## config.mk

```make
export PLATFORM = sky130hd
export DESIGN_NAME = mem_bus_ctrl
export DESIGN_NICKNAME = d
export VERILOG_FILES = /design/src/rtl/mem_bus_pkg.sv /design/src/rtl/RegWithLoad.sv /design/src/rtl/io_read_mux.sv /design/src/rtl/mem_bus_ctrl.sv
export SDC_FILE = /design/constraint.sdc
export NUM_CORES = 1
export LEC_CHECK = 0
export ABC_AREA = 0
export CORE_UTILIZATION = 42
export DETAILED_ROUTE_END_ITERATION = 10
export GPL_TIMING_DRIVEN = 0
export PLACE_DENSITY = 0.86
export SLEW_MARGIN = 20
export SYNTH_ARGS = -nofsm -noshare
export SYNTH_HDL_FRONTEND = slang
export SYNTH_SLANG_ARGS = --single-unit
```

## constraint.sdc

```tcl
create_clock -name clk -period 4.3 [get_ports clk]
set_clock_uncertainty 0.2 [all_clocks]
set_input_delay 0.86 -clock clk [delete_from_list [all_inputs] [get_ports clk]]
set_output_delay 0.86 -clock clk [all_outputs]
set_load 0.01 [all_outputs]
```

## src/rtl/mem_bus_pkg.sv

```systemverilog
// rtl/mem_bus_pkg.sv - shared encodings, state enum and helpers for the memory-bus controller
package mem_bus_pkg;

    localparam logic [1:0] MNONE    = 2'b00;
    localparam logic [1:0] MWRITE   = 2'b01;
    localparam logic [1:0] MREAD    = 2'b10;
    localparam logic [1:0] MILLEGAL = 2'b11;

    typedef enum logic [2:0] {
        IDLE    = 3'd0,
        RD_WAIT = 3'd1,
        IO_RD   = 3'd2,
        WR      = 3'd3,
        ERR     = 3'd4,
        RESP    = 3'd5
    } state_t;

    function automatic int clog2(input int value);
        int result;
        result = 0;
        for (int i = 0; i < 31; i++) begin
            if ((1 << i) < value) result = i + 1;
        end
        return result;
    endfunction

endpackage

```

## src/rtl/RegWithLoad.sv

```systemverilog
// rtl/RegWithLoad.sv - W-bit register with load enable and synchronous active-low clear
module RegWithLoad #(
    parameter int W = 8
) (
    input  logic         clk,
    input  logic         reset_n,
    input  logic         load,
    input  logic [W-1:0] d,
    output logic [W-1:0] q
);

    always_ff @(posedge clk) begin
        if (!reset_n) q <= '0;
        else if (load) q <= d;
    end

endmodule

```

## src/rtl/io_read_mux.sv

```systemverilog
// rtl/io_read_mux.sv - selects one DW-wide slice of the packed I/O read bus by port index
module io_read_mux #(
    parameter int NIO = 2,
    parameter int DW  = 16,
    parameter int IW  = 1
) (
    input  logic [NIO*DW-1:0] data,
    input  logic [IW-1:0]     idx,
    output logic [DW-1:0]     sel
);

    always_comb begin
        sel = '0;
        for (int i = 0; i < NIO; i++) begin
            if (idx == IW'(i)) sel = data[i*DW +: DW];
        end
    end

endmodule

```

## src/rtl/mem_bus_ctrl.sv

```systemverilog
// rtl/mem_bus_ctrl.sv - registered CPU memory-bus controller: RAM with read latency, MMIO ports, bus errors
module mem_bus_ctrl
    import mem_bus_pkg::*;
#(
    parameter int AW       = 9,
    parameter int DW       = 16,
    parameter int RAM_AW   = 8,
    parameter int READ_LAT = 1,
    parameter int NIO      = 2
) (
    input  logic              clk,
    input  logic              reset_n,
    input  logic [1:0]        mem_cmd,
    input  logic [AW-1:0]     mem_addr,
    input  logic [DW-1:0]     write_data,
    output logic              mem_ready,
    output logic [DW-1:0]     read_data,
    output logic              bus_err,
    output logic [RAM_AW-1:0] ram_addr,
    output logic              ram_write,
    output logic [DW-1:0]     ram_wdata,
    input  logic [DW-1:0]     ram_rdata,
    output logic [NIO-1:0]    io_rd_strobe,
    output logic [NIO-1:0]    io_wr_strobe,
    output logic [DW-1:0]     io_wdata,
    input  logic [NIO*DW-1:0] io_rdata
);

    localparam int IW = (clog2(NIO) < 1) ? 1 : clog2(NIO);
    localparam int CW = (clog2(READ_LAT) < 1) ? 1 : clog2(READ_LAT);
    localparam logic [IW:0]   NIO_V    = (IW+1)'(NIO);
    localparam logic [CW-1:0] LAT_INIT = CW'(READ_LAT - 1);

    // Address-range faults; used both to classify a new request and to guard strobes.
    function automatic logic addr_err(input logic [AW-1:0] a);
        logic [AW-2:0] low;
        low = a[AW-2:0];
        if (a[AW-1]) return ((low >> IW) != '0) || ({1'b0, low[IW-1:0]} >= NIO_V);
        return (low >> RAM_AW) != '0;
    endfunction

    state_t          state, state_next;
    logic [CW-1:0]   cnt, cnt_next;
    logic            accept;
    logic [1:0]      cap_cmd;
    logic [AW-1:0]   cap_addr;
    logic [DW-1:0]   cap_wdata;
    logic            in_err, cap_bad, cap_io;
    logic [IW-1:0]   cap_idx;
    logic [NIO-1:0]  idx_onehot;
    logic [DW-1:0]   io_sel;
    logic            rd_load;
    logic [DW-1:0]   rd_src;

    assign accept = (state == IDLE) && (mem_cmd != MNONE);
    assign in_err = (mem_cmd == MILLEGAL) || addr_err(mem_addr);

    RegWithLoad #(.W(2))  u_cap_cmd   (.clk(clk), .reset_n(reset_n), .load(accept), .d(mem_cmd),    .q(cap_cmd));
    RegWithLoad #(.W(AW)) u_cap_addr  (.clk(clk), .reset_n(reset_n), .load(accept), .d(mem_addr),   .q(cap_addr));
    RegWithLoad #(.W(DW)) u_cap_wdata (.clk(clk), .reset_n(reset_n), .load(accept), .d(write_data), .q(cap_wdata));
    RegWithLoad #(.W(DW)) u_read_data (.clk(clk), .reset_n(reset_n), .load(rd_load), .d(rd_src),    .q(read_data));

    assign cap_io     = cap_addr[AW-1];
    assign cap_idx    = cap_addr[IW-1:0];
    assign cap_bad    = (cap_cmd == MILLEGAL) || addr_err(cap_addr);
    assign idx_onehot = NIO'(1) << cap_idx;

    assign ram_addr  = cap_addr[RAM_AW-1:0];
    assign ram_wdata = cap_wdata;
    assign io_wdata  = cap_wdata;

    io_read_mux #(.NIO(NIO), .DW(DW), .IW(IW)) u_io_mux (
        .data (io_rdata),
        .idx  (cap_idx),
        .sel  (io_sel)
    );

    always_ff @(posedge clk) begin
        if (!reset_n) begin
            state <= IDLE;
            cnt   <= '0;
        end else begin
            state <= state_next;
            cnt   <= cnt_next;
        end
    end

    always_comb begin
        state_next = state;
        cnt_next   = cnt;
        case (state)
            IDLE: begin
                if (mem_cmd != MNONE) begin
                    if (in_err) state_next = ERR;
                    else if (mem_cmd == MWRITE) state_next = WR;
                    else if (mem_cmd == MREAD) begin
                        if (mem_addr[AW-1]) state_next = IO_RD;
                        else begin
                            state_next = RD_WAIT;
                            cnt_next   = LAT_INIT;
                        end
                    end
                end
            end
            RD_WAIT: begin
                if (cnt == '0) state_next = RESP;
                else cnt_next = cnt - CW'(1);
            end
            IO_RD:   state_next = RESP;
            default: state_next = IDLE;
        endcase
    end

    always_comb begin
        mem_ready    = 1'b0;
        bus_err      = 1'b0;
        ram_write    = 1'b0;
        io_rd_strobe = '0;
        io_wr_strobe = '0;
        rd_load      = 1'b0;
        rd_src       = ram_rdata;
        case (state)
            WR: begin
                mem_ready = 1'b1;
                if (!cap_bad && cap_cmd == MWRITE) begin
                    if (cap_io) io_wr_strobe = idx_onehot;
                    else ram_write = 1'b1;
                end
            end
            IO_RD: begin
                if (!cap_bad) begin
                    io_rd_strobe = idx_onehot;
                    rd_load      = 1'b1;
                    rd_src       = io_sel;
                end
            end
            RD_WAIT: rd_load = (cnt == '0);
            ERR: begin
                mem_ready = 1'b1;
                bus_err   = 1'b1;
            end
            RESP:    mem_ready = 1'b1;
            default: ;
        endcase
    end

endmodule

```

==> metrics.yaml <==
status: "complete, no violations"
largest_family_of_logic_cells_by_synthesized_area: "multiplexers"
synth.avg_cell_area_um2: 8.85
powerDensity_mw_per_mm2: 270
synth_largest_area_cell: "sky130_fd_sc_hd__dfxtp_1"
tritoncts_clock_tree: "built"
synthesized_instance_count: 293
die_boundary_width_um: 80.6
setup_tns_ns: 0
ys_async_sr_fraction_pct: 0
synth_top_cells_by_count: "sky130_fd_sc_hd__nand2_1 (89), sky130_fd_sc_hd__dfxtp_1 (46), sky130_fd_sc_hd__mux2_2 (30), sky130_fd_sc_hd__buf_4 (28), sky130_fd_sc_hd__a21boi_0 (24)"
synthesis.area_mm2: 0.00259
most_common_cell_in_the_synthesized_netlist: "sky130_fd_sc_hd__nand2_1"
largest_stage_delay_worst_path_ns: 0.52
rr_startpoint: "state[0]"
io_pins: 140
multiInputGateArea_mm2: 0.00135
slew_violations: 0
setup_viol_count_final: 0
criticalPathCategory: "flop to primary output"
first_global_vias: 2333
synth_net_count: 373
io_buffer_count: 138
dp_slack_ns: 1.14
crit_path_top_delay_cell: "sky130_fd_sc_hd__clkdlybuf4s50_1"
placement_stage_cell_area_mm2: 0.00407
slew-limit-headroom_pct: 59.5
total_vias_in_the_final_route: 2455
clock_insertion_delay_worst_skew_ns: 0.29
drt_iter0_markers: 75
period_minus_slack_ns: 3.46
die_h_um: 80.6
dp_hpwl_um: 5470
gp_congestion: 0.820
timing.critical_path.to_type: "primary output"
yosysSeqAreaShare_pct: 35.5
worst_path_maximum_fanout: 10
worst_ir_drop_vdd_mv: 0.173
crit_start: "u_cap_addr.q[5]"
areaGrowthSynthToFinish_pct: 60.4
clockBufferDepth: 2
dominantRegCellSynth: "sky130_fd_sc_hd__dfxtp_1"
nets: 518
cts.hold.buffers_added: 0
ys_warn_count: 0
drv.max_cap_violation_count: 0
synth_xor_area_share_pct: 0.338
totalPowerFinal_mw: 1.12
cts.reportedPaths.clkPinSlew_ns: 0.08
post_cts_resize_count: 0
post_cts_buffers: 0
tritoncts.num_buffers: 5
yosys_register_bits: 46
synth-simple-area-share_pct: 20.4
hp_class: "flop to flop"
grt_start_max_net_pins: 14
yosys-top-cells-area: "sky130_fd_sc_hd__dfxtp_1 (36%), sky130_fd_sc_hd__mux2_2 (13%), sky130_fd_sc_hd__nand2_1 (13%)"
critical_path.startpoint_type: "flop"
floorplan.initialDensity_pct: 43.8
clockRootBuffer: "sky130_fd_sc_hd__clkbuf_8"
die_area_mm2: 0.00649
cts_sinks: 46
synth_edf_count: 0
rsz0062_at_grt: "no"
adder_cell_fraction_of_synth_area_pct: 1.45
min_period_over_period_pct: 80.5
cell_by_cell_listing_of_the_critical_path: "nor4_1 > nand2_1 > a21oi_1 > buf_4 > buf_4 > and2_1 > clkdlybuf4s50_1"
critical_path.most_common_cell: "sky130_fd_sc_hd__buf_4"
detail_route.wl_per_cell_um: 13.4
vias_per_cell: 4.78
post_synth_num_cell_types: 34
grt_use_total_pct: 21.8
antenna_found_initial: 0
cp_data_arrival_time_ns: 2.40
cts.htree.levels: 2
grt_remaining_overflow: 0
first_pass_iters: 6
synth-compound-area-share_pct: 9.12
register_area_um2: 921
post_route_cell_area_mm2: 0.00416
min-delay-start: "u_cap_addr.q[1]"
routed_wirelength_um: 6900
num_antenna_cells: 0
final_critical_path_setup_slack_ns: 0.837
fillerInstances: 475
post_synth_mux_area_share_pct: 20.8
post-route-drc-count: 0
worst-endpoint-required_ns: 3.24
wire_length_of_the_first_global_routing_pass_um: 10800
fmax_mhz: 289
post-synth-top-area-fraction_pct: 35.5
core_region_area_mm2: 0.00592
worst-slew-pin-transition_ns: 0.608
ant_nets: 0
power.leakage_nw: 1.63
std_cell_rows: 28
finalHoldViolCount: 0
layout-drive-gt1-share_pct: 17.5
-- cells by family (layout without fill, tap and decap cells) --
logic type,count (synthesis),after routing
xor+xnor,1,1
simple gates,113,113
fa+ha+maj,3,3
mux,50,50
buf+inv,48,194
flops,46,46
compound gates,32,32
-- flip-flops by register name (all words and copies together), names as in the netlist --
signal / cells
state: 3
u_cap_cmd.q: 2
u_cap_addr.q: 9
u_read_data.q: 16
u_cap_wdata.q: 16
-- per-stage QoR --
stage                     hold slack, ns  cells  utilization (%)
after floorplan                    0.249    293                -
after global placement             0.259    506             68.7
after detailed placement           0.274    506             68.7
after CTS                          0.287    514             70.2
after global routing               0.315    514             70.2
final                              0.283    514             70.2
-- worst paths after layout --
check | end | slack [ns] | cells after the start
worst min-delay path | u_cap_addr.q[1] | 0.28 | 2
worst max-delay path | io_rd_strobe[0] | 0.84 | 7
worst min register to register | u_cap_addr.q[1] | 0.28 | 2
worst max register to register | u_read_data.q[10] | 2.28 | 6
-- routing by layer --
metal	GRT usage, %	wire length (um)	up-vias
li1	-	-	1236
met1	26.2	2860	1141
met2	39.3	3560	71
met3	3.75	403	7
met4	6.43	76	0
met5	0	0	-
-- report_power, final --
part / internal (mW) / switching [mW] / leakage (nW) / total [mW]
registers: 0.458 / 0.0216 / 0.377 / 0.480
clock network: 0.130 / 0.139 / 0.0482 / 0.268
logic: 0.229 / 0.144 / 1.20 / 0.374
total: 0.817 / 0.305 / 1.63 / 1.12
-- critical path, delay by kind of cell, from the launching register on --
| family | cells | cell delay, ns |
|---|---|---|
| AOI/OAI and AO/OA | 1 | 0.18 |
| buffers and inverters | 3 | 0.98 |
| DFF | 1 | 0.34 |
| and+or+nand+nor | 3 | 0.62 |
-- final cells by class --
type	instances	area share, %
Tap cell	75	2.26
Multi-Input combinational cell	199	32.5
Inverter	4	0.361
Sequential cell	46	22.1
Clock buffer	7	2.08
Buffer	44	7.31
Timing Repair Buffer	138	33.2
Clock inverter	1	0.120
-- layout by cell type (no fill, tap or decap), types with 2 or more instances in the layout --
cell type,count
sky130_fd_sc_hd__a21boi_1,3
sky130_fd_sc_hd__clkdlybuf4s50_1,138
sky130_fd_sc_hd__nand2b_1,3
sky130_fd_sc_hd__buf_2,3
sky130_fd_sc_hd__inv_1,4
sky130_fd_sc_hd__dfxtp_1,46
sky130_fd_sc_hd__clkbuf_8,6
sky130_fd_sc_hd__nand3_1,2
sky130_fd_sc_hd__ha_1,3
sky130_fd_sc_hd__a21oi_1,2
sky130_fd_sc_hd__nand2_1,89
sky130_fd_sc_hd__and2_1,2
sky130_fd_sc_hd__a21boi_0,24
sky130_fd_sc_hd__mux2_1,2
sky130_fd_sc_hd__mux2_2,30
sky130_fd_sc_hd__buf_6,4
sky130_fd_sc_hd__nor2_1,5
sky130_fd_sc_hd__buf_4,28
sky130_fd_sc_hd__mux2i_1,18
sky130_fd_sc_hd__clkbuf_1,10
No activity file was read; power rests on OpenSTA's default activity.
